<file path="config.mk">
export PLATFORM = sky130hd
export DESIGN_NAME = multicycle_ctrl
export DESIGN_NICKNAME = d
export VERILOG_FILES = /design/src/rtl/multicycle_ctrl.sv
export SDC_FILE = /design/constraint.sdc
export NUM_CORES = 1
export LEC_CHECK = 0
export ABC_AREA = 1
export BUFFER_PORTS_ARGS = -buffer_cell sky130_fd_sc_hd__clkbuf_2
export CAP_MARGIN = 15
export CORE_ASPECT_RATIO = 0.5
export CORE_MARGIN = 2
export CORE_UTILIZATION = 35
export DETAILED_ROUTE_END_ITERATION = 7
export SLEW_MARGIN = 20
export SYNTH_ARGS = -nofsm -noshare
export SYNTH_HDL_FRONTEND = slang
export SYNTH_SLANG_ARGS = --single-unit
</file>
<file path="constraint.sdc">
create_clock -name clk -period 2.2 [get_ports clk]
set_input_delay 0.22 -clock clk [delete_from_list [all_inputs] [get_ports clk]]
set_output_delay 0.22 -clock clk [all_outputs]
set_load 0.005 [all_outputs]
</file>
<file path="src/rtl/multicycle_ctrl.sv">
// multicycle_ctrl: five-state sequencer (FETCH, DECODE, EXEC, MEM, WB) for
// the multi-cycle MIPS datapath. It produces the PC/IR/register-file/memory
// write enables, the next-PC select and the memory request strobes, and it
// keeps a count of retired instructions.
//
// Optional feature macro: MCTRL_MEM_HANDSHAKE_EN
//   defined   - FETCH waits for imem_ack and MEM waits for dmem_ack
//   undefined - both acks are treated as 1; FETCH and MEM last one cycle each
module multicycle_ctrl #(
  parameter int unsigned RETIRE_W = 32
) (
  input  logic                clk,
  input  logic                rst_n,
  input  logic [5:0]          Op,
  input  logic [5:0]          Funct,
  input  logic                Zero,
  input  logic                imem_ack,
  input  logic                dmem_ack,
  output logic                imem_req,
  output logic                dmem_req,
  output logic                MemWr,
  output logic                IRWr,
  output logic                PCWr,
  output logic [1:0]          pc_src,
  output logic                RegWr,
  output logic [2:0]          state,
  output logic                instr_done,
  output logic                illegal,
  output logic [RETIRE_W-1:0] retired
);

  typedef enum logic [2:0] {
    S_FETCH  = 3'd0,
    S_DECODE = 3'd1,
    S_EXEC   = 3'd2,
    S_MEM    = 3'd3,
    S_WB     = 3'd4
  } state_e;

  // Opcode values
  localparam logic [5:0] OP_RTYPE = 6'h00;
  localparam logic [5:0] OP_J     = 6'h02;
  localparam logic [5:0] OP_JAL   = 6'h03;
  localparam logic [5:0] OP_BEQ   = 6'h04;
  localparam logic [5:0] OP_ORI   = 6'h0D;
  localparam logic [5:0] OP_LUI   = 6'h0F;
  localparam logic [5:0] OP_LB    = 6'h20;
  localparam logic [5:0] OP_LH    = 6'h21;
  localparam logic [5:0] OP_LW    = 6'h23;
  localparam logic [5:0] OP_LBU   = 6'h24;
  localparam logic [5:0] OP_LHU   = 6'h25;
  localparam logic [5:0] OP_SB    = 6'h28;
  localparam logic [5:0] OP_SH    = 6'h29;
  localparam logic [5:0] OP_SW    = 6'h2B;

  // R-type function values
  localparam logic [5:0] FN_SRA   = 6'h03;
  localparam logic [5:0] FN_JR    = 6'h08;
  localparam logic [5:0] FN_ADDU  = 6'h21;
  localparam logic [5:0] FN_SUBU  = 6'h23;

  localparam logic [1:0] PC_PLUS4  = 2'b00;
  localparam logic [1:0] PC_BRANCH = 2'b01;
  localparam logic [1:0] PC_JR     = 2'b10;
  localparam logic [1:0] PC_JUMP   = 2'b11;

  state_e                state_q, state_d;
  logic [RETIRE_W-1:0]   retired_q, retired_d;

  logic                  imem_ok_s;
  logic                  dmem_ok_s;

  logic                  is_legal_s;
  logic                  is_load_s;
  logic                  is_store_s;
  logic                  is_beq_s;
  logic                  is_j_s;
  logic                  is_jal_s;
  logic                  is_jr_s;

`ifdef MCTRL_MEM_HANDSHAKE_EN
  assign imem_ok_s = imem_ack;
  assign dmem_ok_s = dmem_ack;
`else
  // Acks are ignored in this build; memories are assumed to answer in one cycle.
  logic unused_acks_s;
  assign unused_acks_s = imem_ack ^ dmem_ack;
  assign imem_ok_s     = 1'b1;
  assign dmem_ok_s     = 1'b1;
`endif

  // Classify the instruction held in IR into the classes the sequencer needs.
  always_comb begin
    is_legal_s = 1'b0;
    is_load_s  = 1'b0;
    is_store_s = 1'b0;
    is_beq_s   = 1'b0;
    is_j_s     = 1'b0;
    is_jal_s   = 1'b0;
    is_jr_s    = 1'b0;
    case (Op)
      OP_RTYPE: begin
        case (Funct)
          FN_ADDU, FN_SUBU, FN_SRA: is_legal_s = 1'b1;
          FN_JR: begin
            is_legal_s = 1'b1;
            is_jr_s    = 1'b1;
          end
          default: is_legal_s = 1'b0;
        endcase
      end
      OP_J: begin
        is_legal_s = 1'b1;
        is_j_s     = 1'b1;
      end
      OP_JAL: begin
        is_legal_s = 1'b1;
        is_jal_s   = 1'b1;
      end
      OP_BEQ: begin
        is_legal_s = 1'b1;
        is_beq_s   = 1'b1;
      end
      OP_ORI, OP_LUI: is_legal_s = 1'b1;
      OP_LB, OP_LH, OP_LW, OP_LBU, OP_LHU: begin
        is_legal_s = 1'b1;
        is_load_s  = 1'b1;
      end
      OP_SB, OP_SH, OP_SW: begin
        is_legal_s = 1'b1;
        is_store_s = 1'b1;
      end
      default: is_legal_s = 1'b0;
    endcase
  end

  // Next-state and per-cycle strobes; everything is forced low while reset is held.
  always_comb begin
    state_d    = state_q;
    imem_req   = 1'b0;
    dmem_req   = 1'b0;
    MemWr      = 1'b0;
    IRWr       = 1'b0;
    PCWr       = 1'b0;
    pc_src     = PC_PLUS4;
    RegWr      = 1'b0;
    instr_done = 1'b0;
    illegal    = 1'b0;
    if (rst_n) begin
      case (state_q)
        S_FETCH: begin
          imem_req = 1'b1;
          if (imem_ok_s) begin
            IRWr    = 1'b1;
            PCWr    = 1'b1;
            state_d = S_DECODE;
          end else begin
            state_d = S_FETCH;
          end
        end
        S_DECODE: begin
          if (!is_legal_s) begin
            illegal = 1'b1;
            state_d = S_FETCH;
          end else if (is_j_s) begin
            PCWr       = 1'b1;
            pc_src     = PC_JUMP;
            instr_done = 1'b1;
            state_d    = S_FETCH;
          end else if (is_jr_s) begin
            PCWr       = 1'b1;
            pc_src     = PC_JR;
            instr_done = 1'b1;
            state_d    = S_FETCH;
          end else if (is_jal_s) begin
            // PC takes the jump target now; $ra is written in WB.
            PCWr    = 1'b1;
            pc_src  = PC_JUMP;
            state_d = S_WB;
          end else begin
            state_d = S_EXEC;
          end
        end
        S_EXEC: begin
          if (is_beq_s) begin
            PCWr       = Zero;
            pc_src     = PC_BRANCH;
            instr_done = 1'b1;
            state_d    = S_FETCH;
          end else if (is_load_s || is_store_s) begin
            state_d = S_MEM;
          end else begin
            state_d = S_WB;
          end
        end
        S_MEM: begin
          dmem_req = 1'b1;
          MemWr    = is_store_s;
          if (dmem_ok_s) begin
            if (is_store_s) begin
              instr_done = 1'b1;
              state_d    = S_FETCH;
            end else begin
              state_d = S_WB;
            end
          end else begin
            state_d = S_MEM;
          end
        end
        S_WB: begin
          RegWr      = 1'b1;
          instr_done = 1'b1;
          state_d    = S_FETCH;
        end
        default: state_d = S_FETCH;
      endcase
    end else begin
      state_d = S_FETCH;
    end
  end

  // Retire counter advances on every retirement and wraps naturally.
  always_comb begin
    if (instr_done) begin
      retired_d = retired_q + {{(RETIRE_W-1){1'b0}}, 1'b1};
    end else begin
      retired_d = retired_q;
    end
  end

  // State and retire-count registers.
  always_ff @(posedge clk or negedge rst_n) begin
    if (!rst_n) begin
      state_q   <= S_FETCH;
      retired_q <= {RETIRE_W{1'b0}};
    end else begin
      state_q   <= state_d;
      retired_q <= retired_d;
    end
  end

  assign state   = state_q;
  assign retired = retired_q;

endmodule

</file>
# Word-level counts from Yosys, hierarchy flattened
# Cells that the tools add are included.
[totals] latchBits=0 reg_bits=35 output_inout_bits=45 mem_bits_rw=0 rom_bits=0 memories=0
[classes] reduce_logical=7 mux=50 shift=0 magnitude_cmp=0 bitwise_logic=0 n_mul=0 div=0 n_addsub=1 n_eq_ne=21
[op_table] cell="equality test 6 bit, second input constant" n=10
[op_table] cell="adder 32 x 1 -> 32 bit, second input constant" n=1
[op_table] cell="two-way mux 1 bit" n=32
[op_table] cell="two-way mux 3 bit" n=8
[op_table] cell="equality test 6 x 2 -> 1 bit, second input constant" n=3
[op_table] cell="equality test 6 x 4 -> 1 bit, second input constant" n=3
[op_table] cell="OR reduction 13 bit" n=1
[op_table] cell="case mux 3 bit (4 select lines)" n=1
[op_table] cell="two-way mux 2 bit" n=5
[op_table] cell="equality test 3 x 2 -> 1 bit, second input constant" n=2
[op_table] cell="equality test 6 x 3 -> 1 bit, second input constant" n=1
[op_table] cell="logical NOT 6 bit" n=1
[op_table] cell="OR reduction 5 bit" n=1
[op_table] cell="case mux 1 bit (4 select lines)" n=1
[op_table] cell="case mux 2 bit (2 select lines)" n=1
[op_table] cell="OR reduction 4 bit" n=1
[op_table] cell="equality test 3 x 1 -> 1 bit, second input constant" n=1
[op_table] cell="equality test 3 bit, second input constant" n=1
[op_table] cell="logical NOT 3 bit" n=1
[op_table] cell="case mux 1 bit (3 select lines)" n=1
[op_table] cell="OR reduction 3 bit" n=1
[op_table] cell="case mux 1 bit (2 select lines)" n=1
[op_table] cell="logical OR 1 bit" n=1

# Depth between registers and ports, before layout
# Gate-level depths: netlist of the first run.
[logic_depth] word_depth=8 depth_mapped=10 mapped_depth_nobuf=10

# Least setup slack after synthesis of the first run
# Ideal clock, no wire load.
[synth_timing] path_kind="reg-to-reg" startpoint="reg retired_q[0] (netlist: retired[0])" endpoint="reg retired_q[26] (netlist: retired[26])" required_ns=2.083 setup_time_ns=0.117 path_slack_ns=0.593 arrival_time_ns=1.490 stages_incl_launch_ff=11 path_cell_list="dfrtp_1 ha_1 nand3_1 inv_1 nand2_1 nor2_1 nand2_1 nand2_1 nand2_1 nand3_1 nand2_1"
[synth_via] elab_chain_len=1
[synth_rtl] element="start, declared" line="68" text="logic [RETIRE_W-1:0] retired_q, retired_d;"
[synth_rtl] element="start signal, assigned" line="235" text="retired_q <= {RETIRE_W{1'b0}};"
[synth_rtl] element="start signal, assigned" line="238" text="retired_q <= retired_d;"
[synth_rtl] element="adder 32 x 1 -> 32 bit" line="225" text="retired_d = retired_q + {{(RETIRE_W-1){1'b0}}, 1'b1};"
# No other way between the ends.
# A chain may end at the register's enable or synchronous reset.

# Worst setup path in the final report of the first run
[layout_timing] startpoint="reg state_q[2] (netlist: state[2])" endpoint="out instr_done"
[layout_via] elab_chain_len=3 word_cells_on_any_way=6
[layout_rtl] element="start, declared" line="67" text="state_e state_q, state_d;"
[layout_rtl] element="start signal, assigned" line="237" text="state_q <= state_d;"
[layout_rtl] element="equality test 3 bit (tied with other cells)" line="150" text="case (state_q)"
[layout_rtl] element="case mux 1 bit (4 select lines) (*)" line="150"
[layout_rtl] element="two-way mux 1 bit (*)" line="149" text="if (rst_n) begin"
[layout_rtl] element="end, declared" line="27" text="output logic instr_done,"
# Mark *: on every way between the ends. The rest lies on a longest branch, timed or not.

==> results.md, run 1 <==
- Yosys Warn Count: 0
- TritonCTS buffer count: 5
- Design Power: 1.66 mW
- CP required: 1.98 ns
- Diodes inserted: 0
- Layout overhead on the synthesized area: 20.7%
- Via count: 2735
- Setup Buffers After CTS: 0
- Final worst path period share: 0.923
- Die ar.: 8390 um2
- Commonest non-fill, non-tap cell in the layout: nand2_1
- Residual DRC: 0
- Worst hold slack: 0.340 ns
- Largest net degree at the start of global routing: 36
- Slew @ Worst Pin: 0.447 ns
- CP max stage delay: 0.41 ns
- Comb pwr share: 0.091
- Total GRT Usage: 0.176
- Skew final: 0.00351 ns
- Post-synthesis instance total: 426
- CTS Sinks: 35
- Post-DRT Antenna Nets: 0
- Max Clk Rate: 0.492 GHz
- Worst setup SP type: flop
- Status: finished, final reports clean
- Finish-stage setup viols: 0
- IO Pins: 62
- CP Capture Type: output port
- Seq/Total Area, Yosys: 0.328
- Fillers: 793
- DPL Wire Length: 5240 um
- Worst R2R End: retired[30]
- CP most frequent cell: inv_1
- R2R Path Start: retired[0]
- RSZ-0062 raised after global routing: false
- RePlAce Congestion: 0.843
- Initial Util: 0.363
- Most frequent cells in the layout: nand2_1, nor2_1, clkbuf_2
- Final slew viol count: 0
- Vias in the first global route: 2482
- H-tree Lvls: 2
- CTS tree: yes
- Syn Nets: 444
- Area of the core: 7350 um2
- Via density: 4.70
- Tightest Hold Check Type: in -> async
- CP Data Arrival Time: 1.81 ns
- Chip height: 65.8 um
- Pwr dens: 516 nW/um2
- Max-capacitance violation count: 0
- Final wirelength: 6810 um
- Clk root buf: clkbuf_16
- TNS Setup: 0 ns
- Post-Layout Cell Count: 582
- Cell taking the most area after synthesis: dfrtp_1
- Maximum clock path buffer count: 2
- Syn Area/Cell: 6.27 um2
- Share of layout cells above drive strength 1: 0.177
- Lkg Pwr: 1.67 nW
- Crit path from: state[2]
- Crit-path cells: inv_1, nand3_1, nor2_1, nor2_2, nand2_4, nand2_8, inv_1, clkbuf_2
- Mapped cell area: 2670 um2
- Site Rows: 22
- Critical Path Slowest Stage Cell: dfrtp_1
- R2r setup slk: 0.31 ns
- Clock slew at reported path FFs: 0.06 ns
- Cell total after placement: 573
- Critical path peak fanout: 33
- Switching part of the total: 0.234
- Count of cell types in the netlist: 25
- Worst Reg-to-Reg Cells: 10
- Peak supply drop: 238 uV
- # port buffers: 59
- Fin crit period: 2.03 ns
- Setup CP Type: reg -> out
- Die width: 128 um
- Slew HR: 0.699
- #FFs+latches synth: 35
- Final core occ: 0.439
- P_sw: 0.389 mW
- Nets: 503
- First drt pass iteration count: 4
- Worst-Skew Late Latency: 0.28 ns
- Global route overflow: 0
- Ranking of synthesized cells by area: dfrtp_1, nand2_1, nor2_1
- First-pass GRT wire length: 11700 um
- Top cell type's share of synthesized area: 0.328
- Int Power: 1.27 mW
- Clock network power share: 0.503
- Sequential share of power: 0.407
- Final Hold Viols: 0
- Wire per inst: 11.7 um
- Antenna violations before repair: 0
- Starting DRC count in detailed routing: 187
-- worst max-delay path: cells and delay by family (launching register included) --
family / cells / cell delay [ns]
buffers and inverters: 3 / 0.31
DFF: 1 / 0.41
and+or+nand+nor: 5 / 0.81
-- metal layers --
layer	vias to the layer above	global-route usage	routed length, um	part of all wire
li1	1465	-	-	-
met1	1213	0.249	3500	0.51
met2	52	0.269	2910	0.43
met3	5	0.0413	335	0.049
met4	0	0.0453	65	0.0095
met5	-	0	0	0
-- layout make-up --
cell class | count | area (um2) | area share
tap | 96 | 120 | 0.0373
inverter | 25 | 93.8 | 0.0291
clock inverter | 2 | 35.0 | 0.0109
clock buffer | 6 | 139 | 0.0431
sequential | 35 | 876 | 0.272
multi-input combinational | 354 | 1630 | 0.504
timing repair buffer | 64 | 335 | 0.104
-- power by group through the flow --
stage	Clock, mW	Sequential, mW	Combinational, mW
CTS	0.851	0.676	0.152
floorplan	0	0.685	0.0843
finish	0.836	0.676	0.151
detailed placement	0	0.687	0.150
global placement	0	0.687	0.150
global route	0.883	0.678	0.171
-- synth_stat cells --
library cell / instances
nand2_1: 179
nor2_1: 71
buf_2: 2
xor2_1: 11
nor2_4: 3
inv_1: 23
nand3_2: 2
o21ai_1: 1
ha_1: 1
o21ai_0: 1
nand3_1: 45
nand3b_1: 15
xnor2_1: 4
nand2_4: 2
nor3_1: 3
buf_4: 4
clkbuf_1: 3
inv_2: 2
o21ai_2: 1
a22oi_1: 1
dfrtp_1: 35
nor2_2: 5
buf_6: 3
a21oi_1: 7
nand4_1: 2
-- sequential cells by signal, indices dropped and copies added, names as in the netlist --
register,cells
retired,32
state,3
-- cell families after synthesis --
kind of cell               synth area share
AOI/OAI and AO/OA                    0.0229
DFF                                   0.328
adders and majority gates           0.00468
buffers and inverters                0.0670
and+or+nand+nor                       0.528
xor gates and xnor gates             0.0492
-- through the flow --
stage	cell area, um2	worst slack [ns]
6_report	3220	0.169
5_1_grt	3220	0.0121
4_1_cts	3220	0.0732
3_5_place_dp	3030	0.316
3_3_place_gp	3030	0.313
2_1_floorplan	2670	0.593
-- worst max path at each step --
| stage | slack (ns) | endpoint |
|---|---|---|
| finish | 0.17 | instr_done |
| floorplan | 0.59 | retired[26] |
| detailed placement | 0.32 | retired[30] |
| CTS | 0.07 | instr_done |
| global route | 0.01 | instr_done |
| global placement | 0.31 | retired[30] |
-- timing repair --
action,4_1_cts,5_1_grt
endpoints found under the setup margin,0,1
gates resized for setup,0,1
hold buffers,1,0
hold endpoints to repair,3,0
Power figures use the tool's default switching activity.
==> inputs of run 2 (changes only) <==
CORE_MARGIN = 4   (was 2)
==> results.md, run 2 (synthesized netlist as in run 1, its figures left out) <==
- Setup CP Type: reg -> out
- Clock slew at reported path FFs: 0.05 ns (about the same)
- R2R Path Start: retired[0]
- Design Power: 1.58 mW (-5.2%)
- Critical path destination: instr_done
- Critical path peak fanout: 33 (unchanged)
- Sequential cell area: 876 um2 (unchanged)
- Skew final: 0.00270 ns (-0.000804 ns)
- Post_cts resized: 0 (unchanged)
- Area of the core: 7380 um2 (+0.37%)
- Final worst path period share: 0.876 (-0.0471)
- CTS Sinks: 35 (unchanged)
- R2r setup slk: 0.29 ns (-0.02 ns)
- Post-Layout Cell Count: 582 (unchanged)
- CP Capture Type: output port
- Antenna violations before repair: 0 (unchanged)
- Site Rows: 22 (unchanged)
- Crit path from: state[2]
- Worst Reg-to-Reg Cells: 10 (unchanged)
- Peak supply drop: 245 uV (+2.7%)
- Status: finished, final reports clean
- Starting DRC count in detailed routing: 163 (-13%)
- Cell total after placement: 573 (unchanged)
- TritonCTS buffer count: 5 (unchanged)
- Pwr dens: 493 nW/um2 (-4.5%)
- H-tree Lvls: 2 (unchanged)
- TNS Setup: 0 ns (unchanged)
- RePlAce Congestion: 0.879 (+4.3%)
- Final core occ: 0.434 (-0.00520)
- Fillers: 824 (+3.9%)
- Worst hold slack: 0.428 ns (+0.0884 ns)
- Slew @ Worst Pin: 0.502 ns (+0.0548 ns)
- Worst R2R End: retired[30]
- Residual DRC: 0 (unchanged)
- Area occupied by multi-input gates: 1620 um2 (-0.54%)
- DPL Wire Length: 5360 um (+2.4%)
- First drt pass iteration count: 4 (unchanged)
- Final wirelength: 7050 um (+3.5%)
- Post-DRT Antenna Nets: 0 (unchanged)
- Wire per inst: 12.1 um (+3.5%)
- CP Data Arrival Time: 1.71 ns (-0.10 ns)
- Lkg Pwr: 1.67 nW (-0.17%)
- Worst setup SP type: flop
- # port buffers: 59 (unchanged)
- RSZ-0062 raised after global routing: false
- Diodes inserted: 0 (unchanged)
- Die width: 132 um (+3.1%)
- Fin crit period: 1.93 ns (-0.104 ns)
- Initial Util: 0.362 (-0.00136)
- Final slew viol count: 0 (unchanged)
- Cts hold-fix bufs: 1 (unchanged)
- Vias in the first global route: 2592 (+4.4%)
- First-pass GRT wire length: 12200 um (+3.8%)
- Worst-Skew Late Latency: 0.28 ns (about the same)
- Chip height: 69.8 um (+6.1%)
- Via density: 4.80 (+2.2%)
- Via count: 2794 (+2.2%)
- Slew HR: 0.665 (-0.0334)
- Finish-stage setup viols: 0 (unchanged)
- Setup Buffers After CTS: 0 (unchanged)
- Total GRT Usage: 0.158 (-0.0177)
- Clk root buf: clkbuf_16
- Most frequent cells in the layout: nand2_1, nor2_1, clkbuf_2
- CTS tree: yes
- Global route overflow: 0 (unchanged)
- Max Clk Rate: 0.519 GHz (+5.4%)
- IO Pins: 62 (unchanged)
- Max FFs per register: 32 (unchanged)
- Max-capacitance violation count: 0 (unchanged)
- Layout overhead on the synthesized area: 19.7%
- Tightest Hold Check Type: in -> reg
- Largest net degree at the start of global routing: 46 (+28%)
- Die ar.: 9180 um2 (+9.4%)
- Commonest non-fill, non-tap cell in the layout: nand2_1
- Maximum clock path buffer count: 2 (unchanged)
- Nets: 503 (unchanged)
- Share of layout cells above drive strength 1: 0.175 (-0.00206)
- Final Hold Viols: 0 (unchanged)
- CP required: 1.98 ns (about the same)
-- run 2: cell type report --
| cell class | instances | area share |
|---|---|---|
| Sequential cell | 35 | 0.274 |
| Multi-Input combinational cell | 354 | 0.505 |
| Tap cell | 96 | 0.0376 |
| Timing Repair Buffer | 64 | 0.105 |
| Inverter | 25 | 0.0293 |
| Clock buffer | 8 | 0.0489 |
-- run 2: worst min path at each step --
stage | startpoint | to | slack (ns) | cells after the start
finish | Op[0] | state[2] | 0.43 | 5
global route | Op[0] | state[2] | 0.44 | 5
CTS | Op[0] | state[2] | 0.41 | 5
detailed placement | rst_n | state[2] | 0.27 | 2
global placement | rst_n | state[2] | 0.27 | 2
floorplan | rst_n | retired[0] | -0.08 | 0
-- run 2: routing by layer --
| metal | vias to the layer above | track usage | part of all wire | routed length, um |
|---|---|---|---|---|
| li1 | 1457 | - | - | - |
| met2 | 73 | 0.237 | 0.42 | 2970 |
| met1 | 1257 | 0.229 | 0.51 | 3590 |
| met4 | 0 | 0.0454 | 0.0087 | 61 |
| met5 | - | 0 | 0 | 0 |
| met3 | 7 | 0.0326 | 0.061 | 430 |
-- run 2: per-stage QoR --
step           area [um2]  worst slack, ns
2_1_floorplan        2670            0.593
3_3_place_gp         3030            0.323
3_5_place_dp         3030            0.302
4_1_cts              3200            0.246
5_1_grt              3200           0.0964
6_report             3200            0.272
-- run 2: worst max-delay path: stages, from the launching register on --
cell and delay (ns):
dfrtp_1 0.41, inv_1 0.10, nand3_1 0.10, nor2_1 0.21
nor2_2 0.09, nand2_4 0.07, nand2_4 0.21, inv_1 0.11
clkbuf_2 0.11
-- run 2: power breakdown --
part           internal, mW  switching (mW)
registers             0.657          0.0186
clock network         0.482           0.265
logic                0.0531          0.0993
